File: src/rtl/mio_pkg.sv
// Shared types and constants for the CPU memory/IO bus controller and its timer.
package mio_pkg;

    typedef enum logic [1:0] {
        IDLE,
        RAM,
        IO,
        DONE
    } mio_state_t;

    localparam logic [1:0] IO_IDX_GPIO  = 2'd0;
    localparam logic [1:0] IO_IDX_TIMER = 2'd1;
    localparam logic [1:0] IO_IDX_IRQ   = 2'd2;
    localparam logic [1:0] IO_IDX_NONE  = 2'd3;

    localparam logic [3:0] IO_NIB_DEF = 4'hF;

    // Request fields latched on acceptance; the word address is kept separately
    // because its width follows the RAM size parameter.
    typedef struct packed {
        logic        we;
        logic        err;
        logic [31:0] dat;
    } req_t;

endpackage

File: src/rtl/mio_timer.sv
// Free-running 32-bit timer with compare and sticky interrupt; count updates every cycle.
// Compare/clear strobes take effect at the next edge; a compare hit in the same cycle as a clear wins.
module mio_timer (
    input  logic        clk,
    input  logic        reset,
    input  logic        cmp_we,
    input  logic [31:0] cmp_dat,
    input  logic        irq_clr,
    output logic [31:0] count,
    output logic        irq_pending
);

    logic [31:0] compare;

    always_ff @(posedge clk) begin
        if (reset) begin
            count       <= '0;
            compare     <= '0;
            irq_pending <= 1'b0;
        end else begin
            count <= count + 32'd1;
            if (cmp_we) begin
                compare <= cmp_dat;
            end
            // A compare of zero disables the interrupt entirely.
            if ((count == compare) && (compare != '0)) begin
                irq_pending <= 1'b1;
            end else if (irq_clr) begin
                irq_pending <= 1'b0;
            end
        end
    end

endmodule

File: src/rtl/mio_bus_ctrl.sv
// CPU memory/IO bus controller: decodes to block RAM or GPIO/timer registers, ready at T+2 (IO, RAM write) or T+2+RAM_LAT (RAM read).
// CPU holds the request until MIO_ready; optional MIO_BUS_ERR_EN adds bus_err for unmapped accesses.
module mio_bus_ctrl
    import mio_pkg::*;
#(
    parameter int         RAM_AW  = 10,
    parameter int         RAM_LAT = 1,
    parameter logic [3:0] IO_NIB  = IO_NIB_DEF
) (
    input  logic              clk,
    input  logic              reset,
    input  logic              CPU_MIO,
    input  logic              mem_w,
    input  logic [31:0]       Addr_out,
    input  logic [31:0]       Data_out,
    output logic [31:0]       Data_in,
    output logic              MIO_ready,
    output logic              INT,
`ifdef MIO_BUS_ERR_EN
    output logic              bus_err,
`endif
    output logic [RAM_AW-1:0] ram_addr,
    output logic [31:0]       ram_din,
    output logic              ram_we,
    input  logic [31:0]       ram_dout,
    input  logic [15:0]       sw_in,
    output logic [15:0]       led_out
);

    mio_state_t        state;
    req_t              req;
    logic [RAM_AW-1:0] waddr;
    logic [1:0]        wait_cnt;
    logic              is_io;
    logic              req_err;
    logic              io_wr;
    logic [31:0]       io_rdata;
    logic [31:0]       tmr_count;
    logic              irq_pending;
    logic              unused_addr_bits;

    assign is_io = (Addr_out[31:28] == IO_NIB);

`ifdef MIO_BUS_ERR_EN
    assign req_err = is_io ? (Addr_out[3:2] == IO_IDX_NONE)
                           : (Addr_out[31:RAM_AW+2] != '0);
`else
    assign req_err = 1'b0;
`endif

    assign unused_addr_bits = ^{Addr_out[27:RAM_AW+2], Addr_out[1:0]};

    assign ram_addr = waddr;
    assign ram_din  = req.dat;
    assign INT      = irq_pending;
    assign io_wr    = (state == IO) && req.we && !req.err;

    mio_timer u_timer (
        .clk         (clk),
        .reset       (reset),
        .cmp_we      (io_wr && (waddr[1:0] == IO_IDX_TIMER)),
        .cmp_dat     (req.dat),
        .irq_clr     (io_wr && (waddr[1:0] == IO_IDX_IRQ)),
        .count       (tmr_count),
        .irq_pending (irq_pending)
    );

    always_comb begin
        io_rdata = '0;
        case (waddr[1:0])
            IO_IDX_GPIO:  io_rdata = {16'b0, sw_in};
            IO_IDX_TIMER: io_rdata = tmr_count;
            IO_IDX_IRQ:   io_rdata = {31'b0, irq_pending};
            default:      io_rdata = '0;
        endcase
        if (req.err) begin
            io_rdata = '0;
        end
    end

    always_ff @(posedge clk) begin
        if (reset) begin
            state     <= IDLE;
            req       <= '0;
            waddr     <= '0;
            wait_cnt  <= '0;
            Data_in   <= '0;
            MIO_ready <= 1'b0;
            ram_we    <= 1'b0;
            led_out   <= '0;
`ifdef MIO_BUS_ERR_EN
            bus_err   <= 1'b0;
`endif
        end else begin
            MIO_ready <= 1'b0;
            ram_we    <= 1'b0;
`ifdef MIO_BUS_ERR_EN
            bus_err   <= 1'b0;
`endif
            case (state)
                IDLE: begin
                    if (CPU_MIO) begin
                        req      <= '{we: mem_w, err: req_err, dat: Data_out};
                        waddr    <= Addr_out[RAM_AW+1:2];
                        wait_cnt <= '0;
                        // Faulting RAM accesses take the one-cycle IO path so they never touch the RAM.
                        if (is_io || req_err) begin
                            state <= IO;
                        end else begin
                            state  <= RAM;
                            ram_we <= mem_w;
                        end
                    end
                end
                RAM: begin
                    if (req.we) begin
                        state     <= DONE;
                        MIO_ready <= 1'b1;
                    end else if (wait_cnt == 2'(RAM_LAT)) begin
                        Data_in   <= ram_dout;
                        state     <= DONE;
                        MIO_ready <= 1'b1;
                    end else begin
                        wait_cnt <= wait_cnt + 2'd1;
                    end
                end
                IO: begin
                    if (!req.we) begin
                        Data_in <= io_rdata;
                    end
                    if (io_wr && (waddr[1:0] == IO_IDX_GPIO)) begin
                        led_out <= req.dat[15:0];
                    end
`ifdef MIO_BUS_ERR_EN
                    bus_err   <= req.err;
`endif
                    state     <= DONE;
                    MIO_ready <= 1'b1;
                end
                DONE: begin
                    state <= IDLE;
                end
                default: begin
                    state <= IDLE;
                end
            endcase
        end
    end

endmodule

File: config.mk
export PLATFORM = sky130hd
export DESIGN_NAME = mio_bus_ctrl
export DESIGN_NICKNAME = d
export VERILOG_FILES = /design/src/rtl/mio_pkg.sv /design/src/rtl/mio_timer.sv /design/src/rtl/mio_bus_ctrl.sv
export SDC_FILE = /design/constraint.sdc
export NUM_CORES = 1
export LEC_CHECK = 0
export ABC_AREA = 0
export BUFFER_PORTS_ARGS = -buffer_cell sky130_fd_sc_hd__buf_2
export CAP_MARGIN = 20
export CELL_PAD_IN_SITES_DETAIL_PLACEMENT = 1
export CELL_PAD_IN_SITES_GLOBAL_PLACEMENT = 2
export CORE_MARGIN = 2
export CORE_UTILIZATION = 33
export CTS_BUF_LIST = sky130_fd_sc_hd__clkbuf_16
export CTS_CLUSTER_SIZE = 28
export DETAILED_ROUTE_END_ITERATION = 8
export PLACE_DENSITY_LB_ADDON = 0.25
export SYNTH_ARGS = -nofsm -noshare
export SYNTH_HDL_FRONTEND = slang
export SYNTH_HIERARCHICAL = 1
export SYNTH_SLANG_ARGS = --single-unit
File: constraint.sdc
create_clock -name clk -period 5.67 [get_ports clk]
set_clock_uncertainty 0.2 [all_clocks]
set_input_delay 0.2835 -clock clk [delete_from_list [all_inputs] [get_ports clk]]
set_output_delay 0.2835 -clock clk [all_outputs]
set_load 0.1 [all_outputs]
* After elaboration in Yosys (flattened, before gate mapping)
Index checks and enable logic that the tools add are counted.
Storage, ports and cells: register bits after elaboration 162, bits in latches 0, bits in writable memories 0, bits in read-only memories 0, bits of input ports 116, output and inout port bits 93, memories 0
Cells by class: add/sub/neg operators 2, multiply operators 0, div/mod/pow operators 0, $lt $le $gt $ge 0, eq/ne operators 14, shifts and indexed selects 0, multiplexer cells 19, bitwise operators 2, reduce and logical (&&, ||, !) cells 17
Operators with widths (count):
- two-way mux 32 bit | 3
- one-hot mux 32 bit (3 select lines) | 1
- one-hot mux 32 bit (2 select lines) | 1
- adder 32 x 1 -> 32 bit (second input constant) | 1
- == test 32 bit | 1
- nonzero test 32 bit | 1
- two-way mux 2 bit | 7
- != test 2 bit (second input constant) | 5
- one-hot mux 2 bit (4 select lines) | 1
- AND reduction 4 bit | 2
- == test 2 x 1 -> 1 bit (second input constant) | 3
- == test 2 bit (second input constant) | 3
- AND reduction 2 bit | 3
- nonzero test 2 bit | 3
- logical AND 1 bit | 5
- == test 4 bit (second input constant) | 1
- zero test 2 bit | 2
- two-way mux 1 bit | 4
- one-hot mux 2 bit (2 select lines) | 1
- OR reduction 4 bit | 1
- != test 3 bit (second input constant) | 1
- adder 2 x 1 -> 2 bit (second input constant) | 1
- inverter 1 bit | 2
- one-hot mux 1 bit (2 select lines) | 1

* Depth between registers and ports, before layout
depth after elaboration 5, gate-level depth with buffers 11

* By module
Netlist, hierarchy kept.
Modules (own cells, without submodules):
- mio_bus_ctrl | times used 1, cells each 535, area an instance 4563.1 µm²
- mio_timer | times used 1, cells each 320, area an instance 2957.8 µm²

* Worst setup path before layout
Ideal clock, no wire load.
path type flip-flop to flip-flop, start point register waddr[0], in the netlist ram_addr[0], end point register u_timer.compare[1], setup time 0.128 ns, arrival time 2.564 ns, data required time 5.342 ns, path slack 2.779 ns, cell stages (with the launch flop) 9, buffers on the path 4, cells stage by stage dfxtp_1 and3b_1 buf_6 buf_6 and2_1 clkbuf_1 buf_1 mux2i_1 nor2_1
Between the ends: longest elaborated chain between the ends 2
RTL lines:
- from (decl) | line mio_bus_ctrl.sv:32 | logic [RAM_AW-1:0] waddr;
- from (signal assigned) | line mio_bus_ctrl.sv:104 | waddr <= Addr_out[RAM_AW+1:2];
- == test 2 x 1 -> 1 bit | line mio_bus_ctrl.sv:61 | .cmp_we (io_wr && (waddr[1:0] == IO_IDX_TIMER)),
- logical AND 1 bit | line mio_bus_ctrl.sv:61
- to (signal assigned) | line mio_timer.sv:23 | compare <= cmp_dat;
- to (decl) | line mio_timer.sv:13 | logic [31:0] compare;
No other way between the ends. A chain may end at the register's enable or synchronous reset.

* Worst setup path in the final report
start point register state[0], end point register u_timer.compare[23]
Between the ends: longest elaborated chain between the ends 3
RTL lines:
- from (decl) | line mio_bus_ctrl.sv:30 | mio_state_t state;
- from (signal assigned) | line mio_bus_ctrl.sv:83 | state <= IDLE;
- from (signal assigned) | line mio_bus_ctrl.sv:108 | state <= IO;
- from (signal assigned) | line mio_bus_ctrl.sv:110 | state <= RAM;
- == test 2 bit | line mio_bus_ctrl.sv:56 | assign io_wr = (state == IO) && req.we && !req.err;
- logical AND 1 bit | line mio_bus_ctrl.sv:56
- logical AND 1 bit | line mio_bus_ctrl.sv:61
No other way between the ends.

==> flow_metrics.env <==
export IMPL_gp_congestion=0.728
export IMPL_ys_ff_latch=162
export IMPL_drtIter0Drc=312
export IMPL_critical_path_peak_fanout=40
export IMPL_cts_tree="done"
export IMPL_grt_start_max_net_pins=103
export IMPL_yosys_warnings=6
export IMPL_final_seq_area_sq_um=3240
export IMPL_io_pins=209
export IMPL_clockBufferDepth=2
export IMPL_area_growth_pct=25.5
export IMPL_cp_slowest_cell="and2_2"
export IMPL_cts_htree_levels=4
export IMPL_synth_xor_area_share=0.0675
export IMPL_tightest_slew_ps=1040
export IMPL_leakagePower_nw=3.79
export IMPL_arrival_ps=3410
export IMPL_critPathMaxStageDelay_ps=950
export IMPL_num_vias=6469
export IMPL_hold_path_class="in2reg"
export IMPL_grt_pass1_wl_um=36300
export IMPL_crit_path_start="state[0]"
export IMPL_clock_sinks=162
export IMPL_syn_area_sq_um=7520
export IMPL_drive_above_1_share=0.248
export IMPL_fp_dieW_um=155
export IMPL_async_flop_share=0
export IMPL_drv_slew=0
export IMPL_yosys_area_share_simple=0.197
export IMPL_vias_per_cell=4.89
export IMPL_synth_area_top_cells="dfxtp_1, nand2_1, mux2i_1"
export IMPL_synth_adder_area_share=0.00832
export IMPL_fp_row_count=55
export IMPL_grt_pass1_vias=6406
export IMPL_clockRootBuffer="clkbuf_16"
export IMPL_outcome="completed"
export IMPL_path_cells="inv_1 > ha_1 > buf_4 > and3b_1 > and2_2 > mux2i_1 > nor2_1"
export IMPL_hpwl_um=15700
export IMPL_grt_use_total=0.190
export IMPL_grt_overflow=0
export IMPL_cap_violations=0
export IMPL_antenna_found_initial=0
export IMPL_tns_ps=0
export IMPL_yosys_area_top_type_share=0.431
export IMPL_p_per_area_nw_per_um2=479
export IMPL_synth_nets=976
export IMPL_fin_crit_ps=3320
export IMPL_post_place_ws_ps=2340
export IMPL_hold_ws_ps=90.9
export IMPL_ys_flop_type="dfxtp_1"
export IMPL_diodes=0
export IMPL_portBuffers=190
export IMPL_rsz0062_at_grt="no"
export IMPL_drc=0
export IMPL_hold_viol=0
export IMPL_setup_ws_ps=2350
export IMPL_syn_inst=855
export IMPL_dieHeight_um=155
export IMPL_cp_end_kind="flip-flop"
export IMPL_worst_setup_path_start_kind="flip-flop"
export IMPL_die_area_sq_um=24000
export IMPL_core_area_sq_um=22500
export IMPL_synth_compound_area_frac=0.133
export IMPL_synth_most_common_cell="dfxtp_1"
export IMPL_synth_mux_area_frac=0.0729
export IMPL_drtPass1Iterations=4
export IMPL_power_mw=4.52
export IMPL_timing_rr_end="u_timer/compare[23]"
export IMPL_routed_wl_um=22800
export IMPL_synth_edf_count=0
export IMPL_wl_per_cell_um=17.3
export IMPL_avgSynthCellArea_sq_um=8.80
export IMPL_peakVddDrop_v=0.000192
export IMPL_synthTopCellsByCount="dfxtp_1, nand2_1, a21oi_1"
export IMPL_post_route_period_util=0.585
export IMPL_relSlewSlack=0.310
export IMPL_max_freq_ghz=0.301
export IMPL_start_util=0.334
export IMPL_endpoint="u_timer/compare[23]"
export IMPL_fillers=2677
export IMPL_synth_cell_types=53
export IMPL_synth_top_area_cell="dfxtp_1"
export IMPL_synth_top_family_by_area="simple AND/OR/NAND/NOR gates"
export IMPL_setup_viol=0
export IMPL_insertion_delay_ps=420
export IMPL_worst_r2r_setup_slack_ps=2350
export IMPL_regToRegStartpoint="state[0]"
export IMPL_hold_depth=3
export IMPL_multi_input_area_sq_um=3610
export IMPL_path_class="reg2reg"
export IMPL_clk_pin_slew_ps=60
export IMPL_cts_inserted_buffers=17
export IMPL_cp_required_ps=5760
export IMPL_fin_nets=1145
export IMPL_antenna_left=0
export IMPL_reg2reg_depth=7
export IMPL_synth_seq_area_share=0.431
## through the flow
stage                      util  instance area (sq um)  std cells
after CTS                 0.419                   9440       1322
final                     0.419                   9440       1322
after floorplan               -                   7520        855
after global routing      0.419                   9440       1322
after global placement    0.372                   8380       1246
after detailed placement  0.372                   8380       1246
## critical path: cells and delay by family, from the launching register on
family        cells  cell delay (ps)
fa+ha+maj         1              150
mux               1              280
flops             1              310
buf+inv           2              480
simple gates      3             1730
## cells by family after synthesis
logic type	Yosys count
adders and majority gates	5
AOI/OAI and AO/OA	144
xor gates and xnor gates	58
and+or+nand+nor	305
buffers and inverters	130
DFF	162
muxes	51
## cells in the final DEF, fill, tap and decap left out, types with 2 or more instances in the layout
cell	netlist	routed
buf_2	9	189
dfxtp_1	162	162
nand2_1	129	129
a21oi_1	67	67
nor2_1	64	64
dlygate4sd3_1	0	44
inv_1	38	40
xnor2_1	38	38
mux2i_1	36	35
nor2b_1	32	32
a211oi_1	28	28
a2111oi_0	24	24
xor2_1	20	20
nor4_1	18	18
clkbuf_16	0	17
nand4_1	11	11
nand3_1	10	10
mux2_2	9	9
o21ai_0	8	8
buf_4	32	8
nor3_1	8	8
a2111oi_2	6	6
mux2_4	5	5
ha_1	5	5
and3_1	5	5
or3_1	5	5
a211oi_2	4	4
and4_1	4	4
bufinv_16	0	4
clkinv_1	0	3
and2_2	0	2
nand4b_1	2	2
clkinv_4	0	2
clkinvlp_4	0	2
nand4_4	2	2
## sequential cells by signal (all words and copies together), names as in the netlist
name and count:
led_out 16, req 1, u_timer/irq_pending 1, ram_addr 10, state 2, u_timer/count 32, u_timer/compare 32, wait_cnt 2
ram_din 32, MIO_ready 1, Data_in 32, ram_we 1
## where the power goes
group	internal [mW]	switching (mW)
sequential	1.30	0.110
combinational	0.373	1.53
clock	0.735	0.479
## cell type report
class                      instances  share of cell area
clock inverter                    15              0.0203
tap                              285              0.0378
timing repair buffer             242               0.155
multi-input combinational        563               0.383
sequential                       162               0.344
inverter                          38              0.0151
clock buffer                      17              0.0451
## per-layer routing
metal	part of all wire	GRT usage	wire length, um	vias to the layer above
met4	0.011	0.0520	244	0
li1	-	-	-	3245
met3	0.040	0.0323	913	15
met1	0.51	0.275	11600	3056
met2	0.44	0.292	10000	153
met5	0	0	0	-
## worst min path at each step
stage,slack (ps),startpoint,endpoint
final,90,Addr_out[28],ram_we
after global routing,100,Addr_out[28],ram_we
after CTS,50,Addr_out[28],ram_we
after detailed placement,240,Data_in[17],Data_in[17]
after global placement,240,Data_in[3],Data_in[3]
after floorplan,220,Data_out[16],ram_din[16]
## what timing repair did
item	CTS	global route
gates resized for setup	0	0
hold endpoints to repair	44	0
buffers inserted	0	0
hold buffers	44	0
(Power assumes the default switching activity.)
